### src/rtl/ioblock_cfg_ctrl.sv
// Configuration controller for the IO block array: decodes a framed byte stream into
// per-IOB shadow settings and copies them to the live TSMUX/DORREG buses on an apply byte.
module ioblock_cfg_ctrl #(
    parameter int unsigned NUM_IOB = 41,
    parameter int unsigned ADDR_W  = 6
) (
    input  logic                   IOCLK,
    input  logic                   RST,
    input  logic [7:0]             CFG_DATA,
    input  logic                   CFG_VALID,
    output logic                   CFG_READY,
    input  logic                   ERR_CLR,
    output logic [2*NUM_IOB-1:0]   TSMUX_BUS,
    output logic [NUM_IOB-1:0]     DORREG_BUS,
    output logic                   ERR_CHK,
    output logic                   ERR_ADDR,
    output logic [7:0]             FRAME_CNT,
    output logic                   BUSY
);

    localparam logic [7:0] SyncByte  = 8'hA5;
    localparam logic [7:0] ApplyByte = 8'h5A;
    localparam logic [7:0] NumIobB   = 8'(NUM_IOB);

    typedef enum logic [2:0] {
        StSync,
        StAddr,
        StData,
        StChk,
        StApply
    } state_e;

    state_e               state;
    logic [7:0]           addr_byte;
    logic [7:0]           cfg_byte;
    logic [2*NUM_IOB-1:0] shadow_ts;
    logic [NUM_IOB-1:0]   shadow_dor;

    logic xfer;
    logic chk_ok;
    logic addr_ok;

    always_comb begin
        xfer    = CFG_VALID & CFG_READY;
        chk_ok  = (CFG_DATA == (addr_byte ^ cfg_byte));
        addr_ok = (addr_byte < NumIobB);
    end

    always_ff @(posedge IOCLK) begin
        if (RST) begin
            state      <= StSync;
            addr_byte  <= 8'h00;
            cfg_byte   <= 8'h00;
            shadow_ts  <= '0;
            shadow_dor <= '0;
            TSMUX_BUS  <= '0;
            DORREG_BUS <= '0;
            ERR_CHK    <= 1'b0;
            ERR_ADDR   <= 1'b0;
            FRAME_CNT  <= 8'h00;
            CFG_READY  <= 1'b1;
            BUSY       <= 1'b0;
        end else begin
            // Clear first so an error raised on the same edge overrides it.
            if (ERR_CLR) begin
                ERR_CHK  <= 1'b0;
                ERR_ADDR <= 1'b0;
            end

            unique case (state)
                StSync: begin
                    if (xfer) begin
                        if (CFG_DATA == SyncByte) begin
                            state <= StAddr;
                            BUSY  <= 1'b1;
                        end else if (CFG_DATA == ApplyByte) begin
                            state     <= StApply;
                            BUSY      <= 1'b1;
                            CFG_READY <= 1'b0;
                        end
                    end
                end

                StAddr: begin
                    if (xfer) begin
                        addr_byte <= CFG_DATA;
                        state     <= StData;
                    end
                end

                StData: begin
                    if (xfer) begin
                        cfg_byte <= CFG_DATA;
                        state    <= StChk;
                    end
                end

                StChk: begin
                    if (xfer) begin
                        state <= StSync;
                        BUSY  <= 1'b0;
                        if (!chk_ok) begin
                            ERR_CHK <= 1'b1;
                        end else if (!addr_ok) begin
                            ERR_ADDR <= 1'b1;
                        end else begin
                            for (int i = 0; i < NUM_IOB; i++) begin
                                if (addr_byte[ADDR_W-1:0] == ADDR_W'(i)) begin
                                    shadow_ts[2*i +: 2] <= cfg_byte[1:0];
                                    shadow_dor[i]       <= cfg_byte[2];
                                end
                            end
                            FRAME_CNT <= FRAME_CNT + 8'h01;
                        end
                    end
                end

                StApply: begin
                    TSMUX_BUS  <= shadow_ts;
                    DORREG_BUS <= shadow_dor;
                    state      <= StSync;
                    CFG_READY  <= 1'b1;
                    BUSY       <= 1'b0;
                end

                default: begin
                    state     <= StSync;
                    CFG_READY <= 1'b1;
                    BUSY      <= 1'b0;
                end
            endcase
        end
    end

endmodule

### config.mk
export PLATFORM = sky130hd
export DESIGN_NAME = ioblock_cfg_ctrl
export DESIGN_NICKNAME = d
export VERILOG_FILES = /design/src/rtl/ioblock_cfg_ctrl.sv
export SDC_FILE = /design/constraint.sdc
export NUM_CORES = 1
export LEC_CHECK = 0
export ABC_AREA = 1
export BUFFER_PORTS_ARGS = -buffer_cell sky130_fd_sc_hd__buf_2
export CAP_MARGIN = 30
export CORE_ASPECT_RATIO = 0.7
export CORE_MARGIN = 2
export CORE_UTILIZATION = 57
export DETAILED_ROUTE_END_ITERATION = 7
export PLACE_DENSITY = 0.9
export REMOVE_ABC_BUFFERS = 1
export SETUP_SLACK_MARGIN = 0.5
export SYNTH_ARGS = -nofsm -noshare
export SYNTH_HDL_FRONTEND = slang
export SYNTH_SLANG_ARGS = --single-unit
### constraint.sdc
create_clock -name IOCLK -period 2.8 [get_ports IOCLK]
set_clock_uncertainty 0.15 [all_clocks]
set_input_delay 0.84 -clock IOCLK [delete_from_list [all_inputs] [get_ports IOCLK]]
set_output_delay 0.84 -clock IOCLK [all_outputs]
set_load 0.02 [all_outputs]
-- Yosys cells after proc, flatten, opt, wreduce, memory -nomap -nowiden
Cells that the tools add are included.
- muxes and demuxes: 25
- reductions and logical operators: 51
- add/sub/neg operators: 1
- shifts and indexed selects: 0
- eq/ne operators: 54
- multiply operators: 0
- bitwise gates (word level): 4
- $lt $le $gt $ge: 1
- divide/modulo/power cells: 0
- operator list (cell ; number):
    5-bit AND reduction ; 42
    6-bit by 5-bit equality test with 1-bit output, second input constant ; 16
    6-bit equality test, second input constant ; 9
    6-bit by 4-bit equality test with 1-bit output, second input constant ; 8
    6-bit by 3-bit equality test with 1-bit output, second input constant ; 4
    3-bit 2-to-1 mux ; 6
    1-bit 2-to-1 mux ; 16
    6-bit by 2-bit equality test with 1-bit output, second input constant ; 2
    2-bit inequality test, second input constant ; 6
    3-bit one-hot mux with 4 select lines ; 1
    4-bit AND reduction ; 3
    8-bit by 1-bit adder with 8-bit output, second input constant ; 1
    8-bit by 7-bit equality test with 1-bit output, second input constant ; 1
    8-bit equality test ; 1
    8-bit equality test, second input constant ; 1
    8-bit by 6-bit < comparator with 1-bit output, second input constant ; 1
    8-bit XOR ; 1
    3-bit by 2-bit equality test with 1-bit output, second input constant ; 2
    6-bit by 1-bit equality test with 1-bit output, second input constant ; 1
    6-bit logical NOT ; 1
    2-bit AND reduction ; 2
    3-bit by 1-bit equality test with 1-bit output, second input constant ; 1
    3-bit equality test, second input constant ; 1
    3-bit logical NOT ; 1
    7 further kinds ; 8
- register bits after elaboration: 277
- memories: 0
- output and inout port bits: 135
- ROM bits: 0
- memory bits (writable): 0
- bits in latches: 0

-- Longest topological paths before layout
- depth in word-level cells: 5
- depth in mapped cells: 14
- gate-level depth less buffers: 12

-- Worst setup path before layout
Ideal clock, no wire load.
- kind: input to register
- start point: input CFG_DATA[4]
- end point: register shadow_ts[0]
- slack: 0.500 ns
- path buffers: 2
- stages on the path: 14
- required time: 2.537 ns
- setup time: 0.113 ns
- arrival: 2.037 ns
- path through: inv_2 nand2_1 nand2_1 nand2_1 nand2_1 nand2_1 nor2_2 nand2_1 nor2_4 buf_6 buf_6 nand4_1 nand2_1 nor2_1
- word-level cells in the longest chain between the ends: 2
- RTL lines (what ; line ; text):
    start, declared ; 9 ; input logic [7:0] CFG_DATA,
    8-bit equality test ; 45 ; chk_ok = (CFG_DATA == (addr_byte ^ cfg_byte));
    5-bit AND reduction (no line) ; - ;
    end signal, assigned by index ; 109 ; shadow_ts[2*i +: 2] <= cfg_byte[1:0];
    end, declared ; 36 ; logic [2*NUM_IOB-1:0] shadow_ts;
No other way between the ends.
A chain may end at the register's enable or synchronous reset.

-- Worst setup path after layout
- start point: register addr_byte[0]
- end point: register shadow_ts[74]
- word-level cells in the longest chain between the ends: 3
- elaborated cells between the ends (all ways): 5
- those cells by class: order compare (1); eq/ne (2); bitwise (1); reduce/logical (1)
- RTL lines (what ; line ; text):
    start, declared ; 34 ; logic [7:0] addr_byte;
    start signal, assigned ; 52 ; addr_byte <= 8'h00;
    start signal, assigned ; 86 ; addr_byte <= CFG_DATA;
    branches (longest 2 deep; another with 8-bit by 6-bit < comparator with 1-bit output) ; - ;
    5-bit AND reduction (no line) * ; - ;
Mark *: on every way between the ends.

==> results summary <==
The number of buffers created by CTS came out at 25. The slew at the pin closest to its max-slew limit is 0.598 ns. Input and output buffers added on the ports amount to 146. The count of standard-cell rows came out at 42.

Counting buffers and inverters, the worst setup path is 12 cells deep. The worst reg2reg path depth came out at 12. Yosys printed 0 warnings. The biggest area contributor in the post-synthesis netlist is dfxtp_1. For this block, the initial DRC count from the detailed router was 1075.

The data arrival at the endpoint of the critical path is 2.52 ns. In this run the power density over the cells is 592 nW/um2. The first detailed-routing pass ran for 6 iterations. The worst register-to-register path ends at shadow_ts[74]. The number of instances on the worst hold path is 2. The number of buffers on the longest clock path came out at 3. In the post-synthesis netlist, the cell with the most instances is nor2_1. The required time of the critical path is 3.09 ns. CTS built an H-tree with a depth of 1.

Across every metal layer, demand over resource in global routing totals 0.274. The commonest cells after synthesis are nor2_1, dfxtp_1, nand2_1. The total count of hold-check failures in the final report is 0. The CTS clock-pin slew for the worst setup and hold paths is 0.07 ns. Averaged over all synthesized cells, the footprint is 7.11 um2. The worst register-to-register path begins at addr_byte[0].

The maximum number of pins on one net before global-route repair is 124. Following the worst setup path forward leads to its endpoint at shadow_ts[74]. The path class of the tightest hold or removal check is reg -> reg.

The count of buffering cells on the critical path with inverters included came out at 2. The number of distinct standard cells referenced by the synthesized netlist is 26. The proportion of register bits with asynchronous set or reset after synthesis is 0. The worst slack on hold paths came out at 0.305 ns. The effective utilization at floorplan came out at 0.584.

The via count of the first global-routing pass is 9629. In this design, the largest share of critical-path delay is due to simple AND/OR/NAND/NOR gates. The most critical setup path has its startpoint at addr_byte[0]. The maximum fanout along the worst path is 5. The area growth from synthesis to final layout came out at 16.6%. The relative slew slack came out at 0.600. The count of nets left with antenna violations once routing finished came out at 0. The cell seen most often among critical-path stages is nand2_1. The initial antenna violation count came out at 0. Setup repair after global routing could not meet its margin everywhere.

The count of vias placed by the detailed router came out at 10800. The final layout net count came out at 1676. The clock latency of the later-clocked register in the worst-skew pair is 0.51 ns. The floorplan step set the die width to 171 um. Summed over all layers, the global routing overflow is 0.

The library cell used as clock root buffer is clkbuf_16. The slowest stage cell on the critical path is dfxtp_1. The synthesis-stage register bit count came out at 277. 147 I/O pins were placed. The area inside the core boundary came out at 19000 um2. The ratio of final minimum period to clock period came out at 0.797. The global-route wire length before repair came out at 47100 um.

The peak supply drop came out at 0.000396 V. The critical path class is reg -> reg. The post-synth design cell area came out at 11100 um2. The maximum frequency from static timing analysis is 0.448 GHz.

The last weighted congestion value of the routability-driven placer came out at 0.957. STA classifies the critical path endpoint as a flip-flop. The fraction of layout instances using a drive strength above 1 came out at 0.147. The type of origin of the critical path is a flip-flop. The count of max-cap constraint violations came out at 0. For this run, the register share of the synthesized area comes to 0.499.

The hold buffer count at CTS is 0. The number of cells produced by synthesis came out at 1563. The register-to-register setup slack came out at 0.57 ns. The height of the chip is 121 um.

The count of endpoints failing setup in the final report came out at 0. The number of clock sinks seen by CTS came out at 277. The floorplan step defined a die boundary enclosing 20600 um2.

The number of enable flip-flop cells after synthesis came out at 0. The routed wirelength normalized by instance count came out at 15.2 um. The CTS tree is yes. The total DRC errors in the routed layout came out at 0. Counting I/O delays and the setup requirement, the final critical path takes 2.23 ns. The peak per-stage delay on the critical path came out at 0.36 ns. The detailed-route wire length came out at 29600 um. The detailed placement HPWL is 18100 um.

The most frequently used flop master after synthesis is dfxtp_1. Sorting the synthesized cells by area gives the leading types as dfxtp_1, nor2_1, nand4_1. Walking the worst path, the cells encountered are inv_2, nand2_1, nand2_1, nand2_1, nand2_1, nand2_2, nor2_4, buf_4, nand4_1, nor2_1, nor2_1, nor2_1. The number of antenna repair diodes came out at 0.

The area fraction of the dominant cell type after synthesis came out at 0.499. The number of max-slew violations in the final report came out at 0. The detailed-route vias per instance is 5.55. The run finished with clean final reports. The setup total negative slack is 0 ns. The leakage power of the design is 6.08 nW.
-- kinds of logic after synthesis --
| kind of cell | Yosys count | synth area share |
|---|---|---|
| DFF | 277 | 0.499 |
| buffers and inverters | 170 | 0.0644 |
| adders and majority gates | 1 | 0.00113 |
| xor gates and xnor gates | 1 | 0.000789 |
| and+or+nand+nor | 941 | 0.356 |
| AOI/OAI and AO/OA | 173 | 0.0783 |
-- registers in the layout (all words and copies together) (netlist names) --
name and cells:
ERR_CHK 1, addr_byte 8, shadow_ts 82, TSMUX_BUS 82
cfg_byte 8, BUSY 1, state 3, FRAME_CNT 8
DORREG_BUS 41, ERR_ADDR 1, CFG_READY 1, shadow_dor 41
-- per-stage QoR --
step / cells / power, mW / instance area (um2) / setup slack (ns) / utilization
6_report: 1945 / 7.66 / 12900 / 0.570 / 0.681
5_1_grt: 1945 / 7.89 / 12900 / 0.409 / 0.681
4_1_cts: 1939 / 7.66 / 12800 / 0.561 / 0.674
3_5_place_dp: 1894 / 4.48 / 12000 / 0.114 / 0.633
3_3_place_gp: 1894 / 4.47 / 12000 / 0.167 / 0.633
2_1_floorplan: 1455 / 4.36 / 10600 / -4.42 / -
-- placed cells by master (no fill, tap or decap), drive strengths merged, types with 2 or more instances in the layout --
| cell type | Yosys | final |
|---|---|---|
| nor2 | 579 | 579 |
| dfxtp | 277 | 277 |
| nand2 | 196 | 196 |
| buf | 31 | 177 |
| o21ai | 143 | 143 |
| nand4 | 137 | 137 |
| inv | 55 | 57 |
| clkbuf | 77 | 43 |
| a21oi | 29 | 29 |
| nand3 | 18 | 18 |
| clkinv | 7 | 9 |
| nor3 | 4 | 4 |
| nor4 | 4 | 4 |
| nand3b | 2 | 2 |
| clkinvlp | 0 | 2 |
-- tightest hold or removal path, stage by stage, from the launching register on --
cell	delay (ns)
dfxtp_1	0.31
inv_1	0.05
a21oi_1	0.05
-- layout make-up --
class | count | area (um2)
Multi-Input combinational cell | 1116 | 4890
Fill cell | 1579 | 6070
Timing Repair Buffer | 181 | 1170
Clock buffer | 39 | 738
Inverter | 62 | 240
Clock inverter | 6 | 35.0
Tap cell | 264 | 330
Sequential cell | 277 | 5550
-- power breakdown --
group / switching, mW / leakage, nW / total, mW / internal (mW)
Clock: 1.44 / 0.377 / 3.25 / 1.81
Combinational: 0.314 / 3.48 / 0.424 / 0.110
Sequential: 0.0226 / 2.23 / 3.98 / 3.96
Total: 1.78 / 6.08 / 7.66 / 5.88
-- per-layer routing --
layer | vias up | wire length (um) | global-route usage
li1 | 5272 | - | -
met1 | 4949 | 13300 | 0.400
met2 | 528 | 13200 | 0.433
met3 | 40 | 2640 | 0.0396
met4 | 0 | 453 | 0.0609
met5 | - | 0 | 0
-- worst min-delay path by stage --
stage / from / to / slack [ns]
6_report: BUSY / BUSY / 0.30
5_1_grt: shadow_ts[64] / TSMUX_BUS[64] / 0.35
4_1_cts: BUSY / BUSY / 0.30
3_5_place_dp: BUSY / BUSY / 0.29
3_3_place_gp: BUSY / BUSY / 0.28
2_1_floorplan: cfg_byte[4] / cfg_byte[4] / 0.30
-- repair_timing --
item,CTS,global route
gates cloned,0,4
resized for setup,1,8
buffers inserted,0,2
setup endpoints to repair,3,128
pin swaps,0,2
(Power assumes the default switching activity.)
